$ cat config.mk
export PLATFORM = sky130hd
export DESIGN_NAME = reg_write_arbiter_flat
export DESIGN_NICKNAME = d
export VERILOG_FILES = /design/src/rtl/reg_write_arbiter_if.sv /design/src/rtl/reg_write_arbiter.sv /design/src/flat_wrapper.sv
export SDC_FILE = /design/constraint.sdc
export NUM_CORES = 1
export LEC_CHECK = 0
export ABC_AREA = 1
export BUFFER_PORTS_ARGS = -buffer_cell sky130_fd_sc_hd__buf_2
export CORE_ASPECT_RATIO = 0.6
export CORE_MARGIN = 8
export CORE_UTILIZATION = 45
export DETAILED_ROUTE_END_ITERATION = 10
export PLACE_DENSITY = 0.68
export SLEW_MARGIN = 10
export SYNTH_ARGS = -nofsm -noshare
export SYNTH_HDL_FRONTEND = slang
export SYNTH_SLANG_ARGS = --single-unit
$ cat constraint.sdc
create_clock -name clk -period 1.94 [get_ports clk]
set_clock_uncertainty 0.15 [all_clocks]
set_input_delay 0.388 -clock clk [delete_from_list [all_inputs] [get_ports clk]]
set_output_delay 0.388 -clock clk [all_outputs]
set_load 0.05 [all_outputs]
$ cat src/rtl/reg_write_arbiter_if.sv
// ---------------------------------------------------------------------------
// reg_write_arbiter_if : requester handshakes, register-file write drive, busy
// Rev 1.0
// ---------------------------------------------------------------------------
`default_nettype none

`ifndef NumRegsWidth
`define NumRegsWidth 5
`endif
`ifndef NumRegs
`define NumRegs 32
`endif
`ifndef RegWidth
`define RegWidth 32
`endif

interface reg_write_arbiter_if;
  logic                     a_valid;
  logic                     a_ready;
  logic [`NumRegsWidth-1:0] a_rd;
  logic [`RegWidth-1:0]     a_data;
  logic                     b_valid;
  logic                     b_ready;
  logic [`NumRegsWidth-1:0] b_rd;
  logic [`RegWidth-1:0]     b_data;
  logic                     wr_en;
  logic [`NumRegsWidth-1:0] wr_rd;
  logic [`RegWidth-1:0]     wr_data;
  logic [`NumRegs-1:0]      busy;

  // Master side: both requesters plus the register file / hazard logic.
  modport master (
    output a_valid, a_rd, a_data, b_valid, b_rd, b_data,
    input  a_ready, b_ready, wr_en, wr_rd, wr_data, busy
  );

  modport slave (
    input  a_valid, a_rd, a_data, b_valid, b_rd, b_data,
    output a_ready, b_ready, wr_en, wr_rd, wr_data, busy
  );
endinterface

`default_nettype wire

$ cat src/rtl/reg_write_arbiter.sv
// ---------------------------------------------------------------------------
// reg_write_arbiter : two-slot register-file write arbiter (A priority, same-rd
// ordering); starvation guard for B enabled by macro REG_WRITE_ARB_STARVE_EN.
// Rev 1.0
// ---------------------------------------------------------------------------
`default_nettype none

`ifndef NumRegsWidth
`define NumRegsWidth 5
`endif
`ifndef NumRegs
`define NumRegs 32
`endif
`ifndef RegWidth
`define RegWidth 32
`endif

module reg_write_arbiter #(
  parameter int STARVE_LIMIT = 4
) (
  input wire clk,
  input wire rst_n,
  reg_write_arbiter_if.slave bus
);

  localparam int C_RD_W = `NumRegsWidth;
  localparam int C_D_W  = `RegWidth;
  localparam int C_NREG = `NumRegs;

  logic              r_a_vld;
  logic [C_RD_W-1:0] r_a_rd;
  logic [C_D_W-1:0]  r_a_data;
  logic              r_b_vld;
  logic [C_RD_W-1:0] r_b_rd;
  logic [C_D_W-1:0]  r_b_data;
  logic              r_b_older;

  logic              r_wr_en;
  logic [C_RD_W-1:0] r_wr_rd;
  logic [C_D_W-1:0]  r_wr_data;

  logic              w_same_rd;
  logic              w_force_b;
  logic              w_grant_a;
  logic              w_grant_b;
  logic              w_a_ready;
  logic              w_b_ready;
  logic              w_acc_a;
  logic              w_acc_b;
  logic [C_NREG-1:0] w_busy;

  assign w_same_rd = r_a_vld & r_b_vld & (r_a_rd == r_b_rd);

  // Same-rd ordering outranks the starvation override so writes to one
  // register always retire in acceptance order.
  always_comb begin
    w_grant_b = 1'b0;
    if (r_b_vld) begin
      if (!r_a_vld) begin
        w_grant_b = 1'b1;
      end else if (w_same_rd) begin
        w_grant_b = r_b_older;
      end else begin
        w_grant_b = w_force_b;
      end
    end
  end

  assign w_grant_a = r_a_vld & ~w_grant_b;
  assign w_a_ready = ~r_a_vld | w_grant_a;
  assign w_b_ready = ~r_b_vld | w_grant_b;
  assign w_acc_a   = bus.a_valid & w_a_ready;
  assign w_acc_b   = bus.b_valid & w_b_ready;

`ifdef REG_WRITE_ARB_STARVE_EN
  localparam int C_CNT_W = (STARVE_LIMIT > 0) ? $clog2(STARVE_LIMIT + 1) : 1;

  logic [C_CNT_W-1:0] r_starve_cnt;

  assign w_force_b = (r_starve_cnt == C_CNT_W'(STARVE_LIMIT));

  // Saturates at the limit in case a same-rd ordering hold defers B further.
  always_ff @(posedge clk or negedge rst_n) begin
    if (!rst_n) begin
      r_starve_cnt <= '0;
    end else if (!r_b_vld || w_grant_b) begin
      r_starve_cnt <= '0;
    end else if (!w_force_b) begin
      r_starve_cnt <= r_starve_cnt + 1'b1;
    end
  end
`else
  logic w_unused_starve_limit;

  assign w_force_b             = 1'b0;
  assign w_unused_starve_limit = (STARVE_LIMIT != 0);
`endif

  always_ff @(posedge clk or negedge rst_n) begin
    if (!rst_n) begin
      r_a_vld   <= 1'b0;
      r_a_rd    <= '0;
      r_a_data  <= '0;
      r_b_vld   <= 1'b0;
      r_b_rd    <= '0;
      r_b_data  <= '0;
      r_b_older <= 1'b0;
    end else begin
      if (w_acc_a) begin
        r_a_vld  <= 1'b1;
        r_a_rd   <= bus.a_rd;
        r_a_data <= bus.a_data;
      end else if (w_grant_a) begin
        r_a_vld  <= 1'b0;
      end

      if (w_acc_b) begin
        r_b_vld  <= 1'b1;
        r_b_rd   <= bus.b_rd;
        r_b_data <= bus.b_data;
      end else if (w_grant_b) begin
        r_b_vld  <= 1'b0;
      end

      // A newly accepted entry is always younger than one that stays held;
      // a simultaneous pair counts A as the older.
      if (w_acc_b) begin
        r_b_older <= 1'b0;
      end else if (w_acc_a) begin
        r_b_older <= r_b_vld & ~w_grant_b;
      end
    end
  end

  always_ff @(posedge clk or negedge rst_n) begin
    if (!rst_n) begin
      r_wr_en   <= 1'b0;
      r_wr_rd   <= '0;
      r_wr_data <= '0;
    end else begin
      r_wr_en <= w_grant_a | w_grant_b;
      if (w_grant_b) begin
        r_wr_rd   <= r_b_rd;
        r_wr_data <= r_b_data;
      end else if (w_grant_a) begin
        r_wr_rd   <= r_a_rd;
        r_wr_data <= r_a_data;
      end
    end
  end

  always_comb begin
    w_busy = '0;
    if (r_a_vld) begin
      w_busy[r_a_rd] = 1'b1;
    end
    if (r_b_vld) begin
      w_busy[r_b_rd] = 1'b1;
    end
    if (r_wr_en) begin
      w_busy[r_wr_rd] = 1'b1;
    end
  end

  assign bus.a_ready = w_a_ready;
  assign bus.b_ready = w_b_ready;
  assign bus.wr_en   = r_wr_en;
  assign bus.wr_rd   = r_wr_rd;
  assign bus.wr_data = r_wr_data;
  assign bus.busy    = w_busy;

endmodule

`default_nettype wire

$ cat src/flat_wrapper.sv
// flat-port wrapper written by rule: the top's interface ports become plain ports
module reg_write_arbiter_flat 
#(
  parameter int STARVE_LIMIT = 4
)
  (clk, rst_n, bus_a_valid, bus_a_rd, bus_a_data, bus_b_valid, bus_b_rd, bus_b_data, bus_a_ready, bus_b_ready, bus_wr_en, bus_wr_rd, bus_wr_data, bus_busy);
  reg_write_arbiter_if bus_i ();
  input wire clk;
  input wire rst_n;
  input wire logic [$bits(bus_i.a_valid)-1:0] bus_a_valid;
  input wire logic [$bits(bus_i.a_rd)-1:0] bus_a_rd;
  input wire logic [$bits(bus_i.a_data)-1:0] bus_a_data;
  input wire logic [$bits(bus_i.b_valid)-1:0] bus_b_valid;
  input wire logic [$bits(bus_i.b_rd)-1:0] bus_b_rd;
  input wire logic [$bits(bus_i.b_data)-1:0] bus_b_data;
  output wire logic [$bits(bus_i.a_ready)-1:0] bus_a_ready;
  output wire logic [$bits(bus_i.b_ready)-1:0] bus_b_ready;
  output wire logic [$bits(bus_i.wr_en)-1:0] bus_wr_en;
  output wire logic [$bits(bus_i.wr_rd)-1:0] bus_wr_rd;
  output wire logic [$bits(bus_i.wr_data)-1:0] bus_wr_data;
  output wire logic [$bits(bus_i.busy)-1:0] bus_busy;
  assign bus_i.a_valid = bus_a_valid;
  assign bus_i.a_rd = bus_a_rd;
  assign bus_i.a_data = bus_a_data;
  assign bus_i.b_valid = bus_b_valid;
  assign bus_i.b_rd = bus_b_rd;
  assign bus_i.b_data = bus_b_data;
  assign bus_a_ready = bus_i.a_ready;
  assign bus_b_ready = bus_i.b_ready;
  assign bus_wr_en = bus_i.wr_en;
  assign bus_wr_rd = bus_i.wr_rd;
  assign bus_wr_data = bus_i.wr_data;
  assign bus_busy = bus_i.busy;
  reg_write_arbiter #(.STARVE_LIMIT(STARVE_LIMIT)) u_core (.clk(clk), .rst_n(rst_n), .bus(bus_i));
endmodule
==> flow_summary.json, run 1 <==
{
  "grt_max_degree": 38,
  "filler_cell_count": 880,
  "critical_path.endpoint_type": "output pin",
  "crit_fanout": 6,
  "post_synth_num_cell_types": 21,
  "postLayoutSetupSlackWorst_ns": -0.2916,
  "detailed_place_hpwl_um": 13600,
  "worst_setup_hold_path_clk_slew_ns": 0.06,
  "power.internal_mw": 5.873,
  "grtUsageTotal_pct": 24.72,
  "postSynthRegisterBits": 115,
  "synthesis.yosys.warnings": 0,
  "drtIter0Drc": 549,
  "io_buffer_count": 149,
  "setup_viol": 132,
  "grt_overflow_total": 0,
  "placeableCoreArea_um2": 12220,
  "clock.fmax_ghz": 0.4481,
  "synth_cells": 741,
  "synth_largest_area_cell": "sky130_fd_sc_hd__dfrtp_1",
  "antenna_left": 0,
  "final_design_area_no_fill_um2": 8967,
  "dp.cells": 1077,
  "grt_pass1_wl_um": 32830,
  "tritoncts.num_buffers": 17,
  "vdd_drop_max_uv": 636.7,
  "maxCapViolations": 0,
  "timing.final.crit_period_ns": 2.232,
  "setup.worst_path.class": "flip-flop to output pin",
  "final_core_util_pct": 73.39,
  "antenna_found_initial": 0,
  "finalHoldViolCount": 0,
  "routed_via_density": 5.573,
  "postRouteWirelength_um": 21960,
  "cell_area_placed_um2": 7111,
  "unrepaired_setup_endpoints_after_global_routing": "yes",
  "power.switching_mw": 3.153,
  "highest_layer": "met4",
  "post_synth_instance_area_um2": 5702,
  "synth_top_cells_by_area": "sky130_fd_sc_hd__dfrtp_1 (50%), sky130_fd_sc_hd__nand2_1 (21%), sky130_fd_sc_hd__nand3_1 (14%)",
  "wire_per_inst_um": 19.31,
  "route.detailed.drc": 0,
  "dr_wl_met3_um": 2239,
  "first_pass_iters": 8,
  "critical_path_arrival_ns": 1.69,
  "antenna_cells_inserted": 0,
  "cp.required_ns": 1.40,
  "seqPwrFrac_pct": 33.2,
  "power_mw": 9.026,
  "p_comb_share_pct": 29.5,
  "dr_total_vias": 6336,
  "critical_path.startpoint_type": "flip-flop",
  "grt_pass1_vias": 6510,
  "status": "finished with violations",
  "fp.dieArea_um2": 16650,
  "synth-seq-area-share_pct": 50.47,
  "max_slew.worst_pin.slew_ns": 0.7515,
  "timing.final.max_slew_violations": 0,
  "power.share.switching_pct": 34.93,
  "m1WireLength_um": 9120,
  "yosys.area.top_type_share_pct": 50.47,
  "hold_path_class": "input pin to flip-flop",
  "io_pins": 150,
  "gpl.final_weighted_congestion": 0.8677,
  "layout-drive-gt1-share_pct": 43.31,
  "horizontal_die_dimension_um": 161.3,
  "reg2reg_slack_ns": -0.24,
  "detailroute.wirelength.met2_um": 10230,
  "fin_nets": 1037,
  "ratio_of_final_minimum_period_to_clock_period_pct": 115.0,
  "floorplan.initialDensity_pct": 46.67,
  "cts_tree": "done",
  "total_leakage_power_nw": 4.732,
  "clock_latency_ns": 0.40,
  "cts_htree_levels": 4,
  "relative_contribution_of_the_clock_network_to_total_power_pct": 37.3,
  "stdcell_count": 1137,
  "avgSynthCellArea_um2": 7.695,
  "rows": 31,
  "relSlewSlack_pct": 49.83,
  "areaGrowthSynthToFinish_pct": 57.27,
  "violations": "setup timing",
  "cts_max_path_buffers": 2,
  "synthesis.nets": 819,
  "die_h_um": 103.2,
  "powerDensity_nw_per_um2": 1006,
  "clock-root-buffer": "sky130_fd_sc_hd__clkbuf_16",
  "clkSinkCount": 115
}
-- synthesized netlist by cell type, drive strengths merged --
cell type and number:
nor2 18, a22oi 1, nor3 29, inv 20
buf 27, nand2 334, nand3 176, nand4 1
clkbuf 13, a21oi 7, dfrtp 115
-- cell usage in the layout (no fill, tap or decap), types with 3 or more instances in the layout --
cell type and n:
sky130_fd_sc_hd__a21oi_1 6, sky130_fd_sc_hd__buf_12 12, sky130_fd_sc_hd__buf_2 114, sky130_fd_sc_hd__buf_4 49, sky130_fd_sc_hd__buf_6 25, sky130_fd_sc_hd__buf_8 33, sky130_fd_sc_hd__bufinv_16 4, sky130_fd_sc_hd__clkbuf_16 22
sky130_fd_sc_hd__clkinv_4 3, sky130_fd_sc_hd__clkinvlp_4 3, sky130_fd_sc_hd__dfrtp_1 100, sky130_fd_sc_hd__dfrtp_2 15, sky130_fd_sc_hd__inv_1 7, sky130_fd_sc_hd__inv_2 8, sky130_fd_sc_hd__inv_6 3, sky130_fd_sc_hd__nand2_1 286
sky130_fd_sc_hd__nand2_2 43, sky130_fd_sc_hd__nand2_4 4, sky130_fd_sc_hd__nand3_1 132, sky130_fd_sc_hd__nand3_2 40, sky130_fd_sc_hd__nand3_4 4, sky130_fd_sc_hd__nor2_1 14, sky130_fd_sc_hd__nor2_4 4, sky130_fd_sc_hd__nor3_1 3
sky130_fd_sc_hd__nor3_2 17, sky130_fd_sc_hd__nor3_4 9
-- per-layer routing --
layer  vias up  global-route usage (%)
met3        42                   6.285
met1      3064                   32.67
met4         0                   8.351
met2       370                   39.40
met5         -                       0
li1       2860                       -
-- flip-flops by register name (all words and copies together) (netlist names) --
register            count
u_core.bus.wr_data     32
u_core.bus.wr_en        1
u_core.bus.wr_rd        5
u_core.r_a_data        32
u_core.r_a_rd           5
u_core.r_a_vld          1
u_core.r_b_data        32
u_core.r_b_older        1
u_core.r_b_rd           5
u_core.r_b_vld          1
-- power groups by stage --
stage / clock, mW / sequential [mW] / combinational (mW)
after floorplan: 0 / 3.39 / 0.975
after global placement: 0 / 2.98 / 2.11
after detailed placement: 0 / 3.00 / 2.14
after CTS: 3.39 / 2.98 / 2.45
after global routing: 3.49 / 3.03 / 2.82
final: 3.36 / 3.00 / 2.66
-- worst paths after layout --
kind                                          to           startpoint  cells after the start
max                                 bus_busy[13]     u_core.r_a_rd[3]                      6
min                          u_core.r_a_data[17]       bus_a_data[17]                      3
max reg2reg                u_core.bus.wr_data[1]     u_core.r_b_rd[4]                     12
min reg2reg                  u_core.r_b_data[14]  u_core.r_b_data[14]                      2
max in group asynchronous     u_core.r_a_data[1]                rst_n                      3
min in group asynchronous     u_core.r_b_data[1]                rst_n                      2
-- stage by stage --
| step | setup TNS (ns) | hold slack (ns) | setup slack (ns) |
|---|---|---|---|
| 2_1_floorplan | -1.769 | -0.05759 | -0.1423 |
| 3_3_place_gp | -0.002198 | 0.2257 | -0.001884 |
| 3_5_place_dp | -0.1080 | 0.2295 | -0.03553 |
| 4_1_cts | -8.399 | 0.04752 | -0.2514 |
| 5_1_grt | -28.24 | 0.06682 | -0.3554 |
| 6_report | -16.14 | 0.05905 | -0.2916 |
-- critical path, stage by stage, from the launching register on --
cell and delay (ns):
sky130_fd_sc_hd__dfrtp_2 0.47, sky130_fd_sc_hd__clkinv_4 0.12, sky130_fd_sc_hd__nor3_2 0.17, sky130_fd_sc_hd__buf_4 0.16, sky130_fd_sc_hd__nand2_1 0.09, sky130_fd_sc_hd__nand3_2 0.12
sky130_fd_sc_hd__buf_8 0.15
-- final cells by class --
cell class | count | area, µm² | area share, %
multi-input combinational | 566 | 3043 | 33.93
sequential | 115 | 2897 | 32.30
timing repair buffer | 239 | 2091 | 23.32
clock buffer | 20 | 456.7 | 5.093
tap | 165 | 206.4 | 2.302
clock inverter | 12 | 178.9 | 1.995
inverter | 20 | 95.09 | 1.060
-- cell families after synthesis --
family	synth area share, %
simple gates	43.69
flops	50.47
buf+inv	4.894
compound gates	0.9438
-- repair_timing --
item                                    CTS  global route
endpoints found under the hold margin    28             0
gates resized for setup                 196            56
pin swaps                                33            16
endpoints found under the setup margin   34           147
cloned                                    0             6
hold buffers                              1             0
buffers inserted                         12             9
No activity file was read; power rests on OpenSTA's default activity.
==> run 2: changes to the inputs <==
--- a/config.mk
+++ b/config.mk
@@ -8,7 +8,6 @@
 export ABC_AREA = 1
 export BUFFER_PORTS_ARGS = -buffer_cell sky130_fd_sc_hd__buf_2
 export CORE_ASPECT_RATIO = 0.6
-export CORE_MARGIN = 8
 export CORE_UTILIZATION = 45
 export DETAILED_ROUTE_END_ITERATION = 10
 export PLACE_DENSITY = 0.68
==> constraint.sdc (replaced) <==
create_clock -name clk -period 1.94 [get_ports clk]
set_clock_uncertainty 0.15 [all_clocks]
set_input_delay 0.194 -clock clk [delete_from_list [all_inputs] [get_ports clk]]
set_output_delay 0.194 -clock clk [all_outputs]
set_load 0.05 [all_outputs]
==> run 2 against run 1 <==
Against the previous run:
- the flow still finishes with violations (setup timing)
- sequential power about the same
- total power grew 1.9%
- wire length grew 12%
- largest cell class unchanged
==> flow_summary.json, run 2 (synthesis gave the netlist of run 1 again) <==
{
  "first_pass_iters": 6,
  "powerDensity_nw_per_um2": 936.2,
  "areaGrowthSynthToFinish_pct": 72.33,
  "routed_via_density": 5.813,
  "clock-root-buffer": "sky130_fd_sc_hd__clkbuf_16",
  "grt_overflow_total": 0,
  "worst_setup_hold_path_clk_slew_ns": 0.05,
  "layout-drive-gt1-share_pct": 42.54,
  "fp.dieArea_um2": 13140,
  "cell_area_placed_um2": 6924,
  "io_pins": 150,
  "setup_viol": 64,
  "fin_nets": 1112,
  "relSlewSlack_pct": 48.15,
  "violations": "setup timing",
  "maxCapViolations": 0,
  "vdd_drop_max_uv": 694.0,
  "wire_per_inst_um": 20.28,
  "cts_htree_levels": 4,
  "critical_path_arrival_ns": 1.92,
  "clock.fmax_ghz": 0.4411,
  "r2r_start": "u_core.r_b_rd[4]",
  "final_core_util_pct": 80.42,
  "crit_fanout": 5,
  "antenna_found_initial": 0,
  "timing.final.max_slew_violations": 0,
  "status": "finished with violations",
  "reg2reg_slack_ns": -0.10,
  "worst-r2r-cell-count": 11,
  "mostFrequentLayoutCells": "sky130_fd_sc_hd__nand2_1 (270), sky130_fd_sc_hd__nand3_1 (122), sky130_fd_sc_hd__buf_2 (114), sky130_fd_sc_hd__dfrtp_1 (105), sky130_fd_sc_hd__dlygate4sd3_1 (76)",
  "postRouteWirelength_um": 24570,
  "antenna_left": 0,
  "clock_latency_ns": 0.42,
  "final_common_cell": "sky130_fd_sc_hd__nand2_1",
  "clkSinkCount": 115,
  "ratio_of_final_minimum_period_to_clock_period_pct": 116.9,
  "antenna_cells_inserted": 0,
  "grt_max_degree": 54,
  "critical_path.startpoint_type": "flip-flop",
  "io_buffer_count": 149,
  "total_leakage_power_nw": 5.173,
  "rows": 31,
  "placeableCoreArea_um2": 12220,
  "setup.worst_path.class": "flip-flop to output pin",
  "holdWs_ns": 0.03901,
  "gpl.final_weighted_congestion": 0.9037,
  "worstSetupStartpoint": "u_core.r_a_rd[3]",
  "max_slew.worst_pin.slew_ns": 0.7767,
  "cts_tree": "done",
  "timing.final.crit_period_ns": 2.267,
  "grt_pass1_wl_um": 32770,
  "floorplan.initialDensity_pct": 46.67,
  "grtUsageTotal_pct": 32.87,
  "route.detailed.drc": 0,
  "unrepaired_setup_endpoints_after_global_routing": "yes",
  "horizontal_die_dimension_um": 147.3,
  "detailed_place_hpwl_um": 12220,
  "cts_max_path_buffers": 2,
  "finalSetupTns_ns": -6.270,
  "die_h_um": 89.19,
  "hold_path_class": "input pin to asynchronous set/reset pin",
  "power_mw": 9.199,
  "dr_total_vias": 7040,
  "cp.required_ns": 1.60,
  "postLayoutSetupSlackWorst_ns": -0.3270,
  "drtIter0Drc": 681,
  "critical_path.endpoint_type": "output pin",
  "final_design_area_no_fill_um2": 9826,
  "grt_pass1_vias": 6460,
  "finalHoldViolCount": 0,
  "tritoncts.num_buffers": 17
}
-- run 2: path summary, 6_finish.rpt --
| check | to |
|---|---|
| worst min-delay path | u_core.bus.wr_rd[2] |
| max in group asynchronous | u_core.r_a_data[17] |
| worst min register to register | u_core.r_a_data[26] |
| worst max-delay path | bus_busy[26] |
| min in group clk | u_core.r_a_data[9] |
| worst max register to register | u_core.bus.wr_data[10] |
-- run 2: routing by layer --
metal	track usage (%)	part of all wire (%)	wire [µm]	up-vias
met5	0	0	0	-
met4	11.34	3.7	908	0
met3	9.541	13	3078	99
met2	51.89	46	11260	574
met1	43.90	38	9315	3358
li1	-	-	-	3009
-- run 2: repair_timing --
item                                   CTS  global route
cloned                                   1             4
hold buffers                            76             0
resized for setup                      148           162
endpoints found under the hold margin  190             0
setup endpoints to repair               34           117
buffers inserted                        13            18
pin swaps                               10            52
-- run 2: final cells by class --
type / count / area [µm²]
sequential: 115 / 2890
clock inverter: 9 / 128.9
clock buffer: 22 / 474.2
inverter: 20 / 97.59
multi-input combinational: 566 / 3274
fill: 724 / 2392
timing repair buffer: 314 / 2754
tap: 165 / 206.4
-- run 2: power breakdown --
part	internal (mW)	leakage (nW)	switching, mW
registers	2.72	1.39	0.276
clock network	2.11	0.292	1.15
logic	1.04	3.49	1.90
-- run 2: worst max-delay path, stage by stage (launching register included) --
cell                      delay [ns]
sky130_fd_sc_hd__dfrtp_1        0.44
sky130_fd_sc_hd__inv_2          0.08
sky130_fd_sc_hd__buf_6          0.14
sky130_fd_sc_hd__nor3_2         0.32
sky130_fd_sc_hd__nand2_1        0.16
sky130_fd_sc_hd__nand3_2        0.19
sky130_fd_sc_hd__buf_8          0.17
-- run 2: metrics by stage --
step	worst slack, ns	instances
after floorplan	0.02186	741
after global placement	0.1736	1069
after detailed placement	0.09356	1069
after CTS	-0.1029	1190
after global routing	-0.3839	1211
final	-0.3270	1211
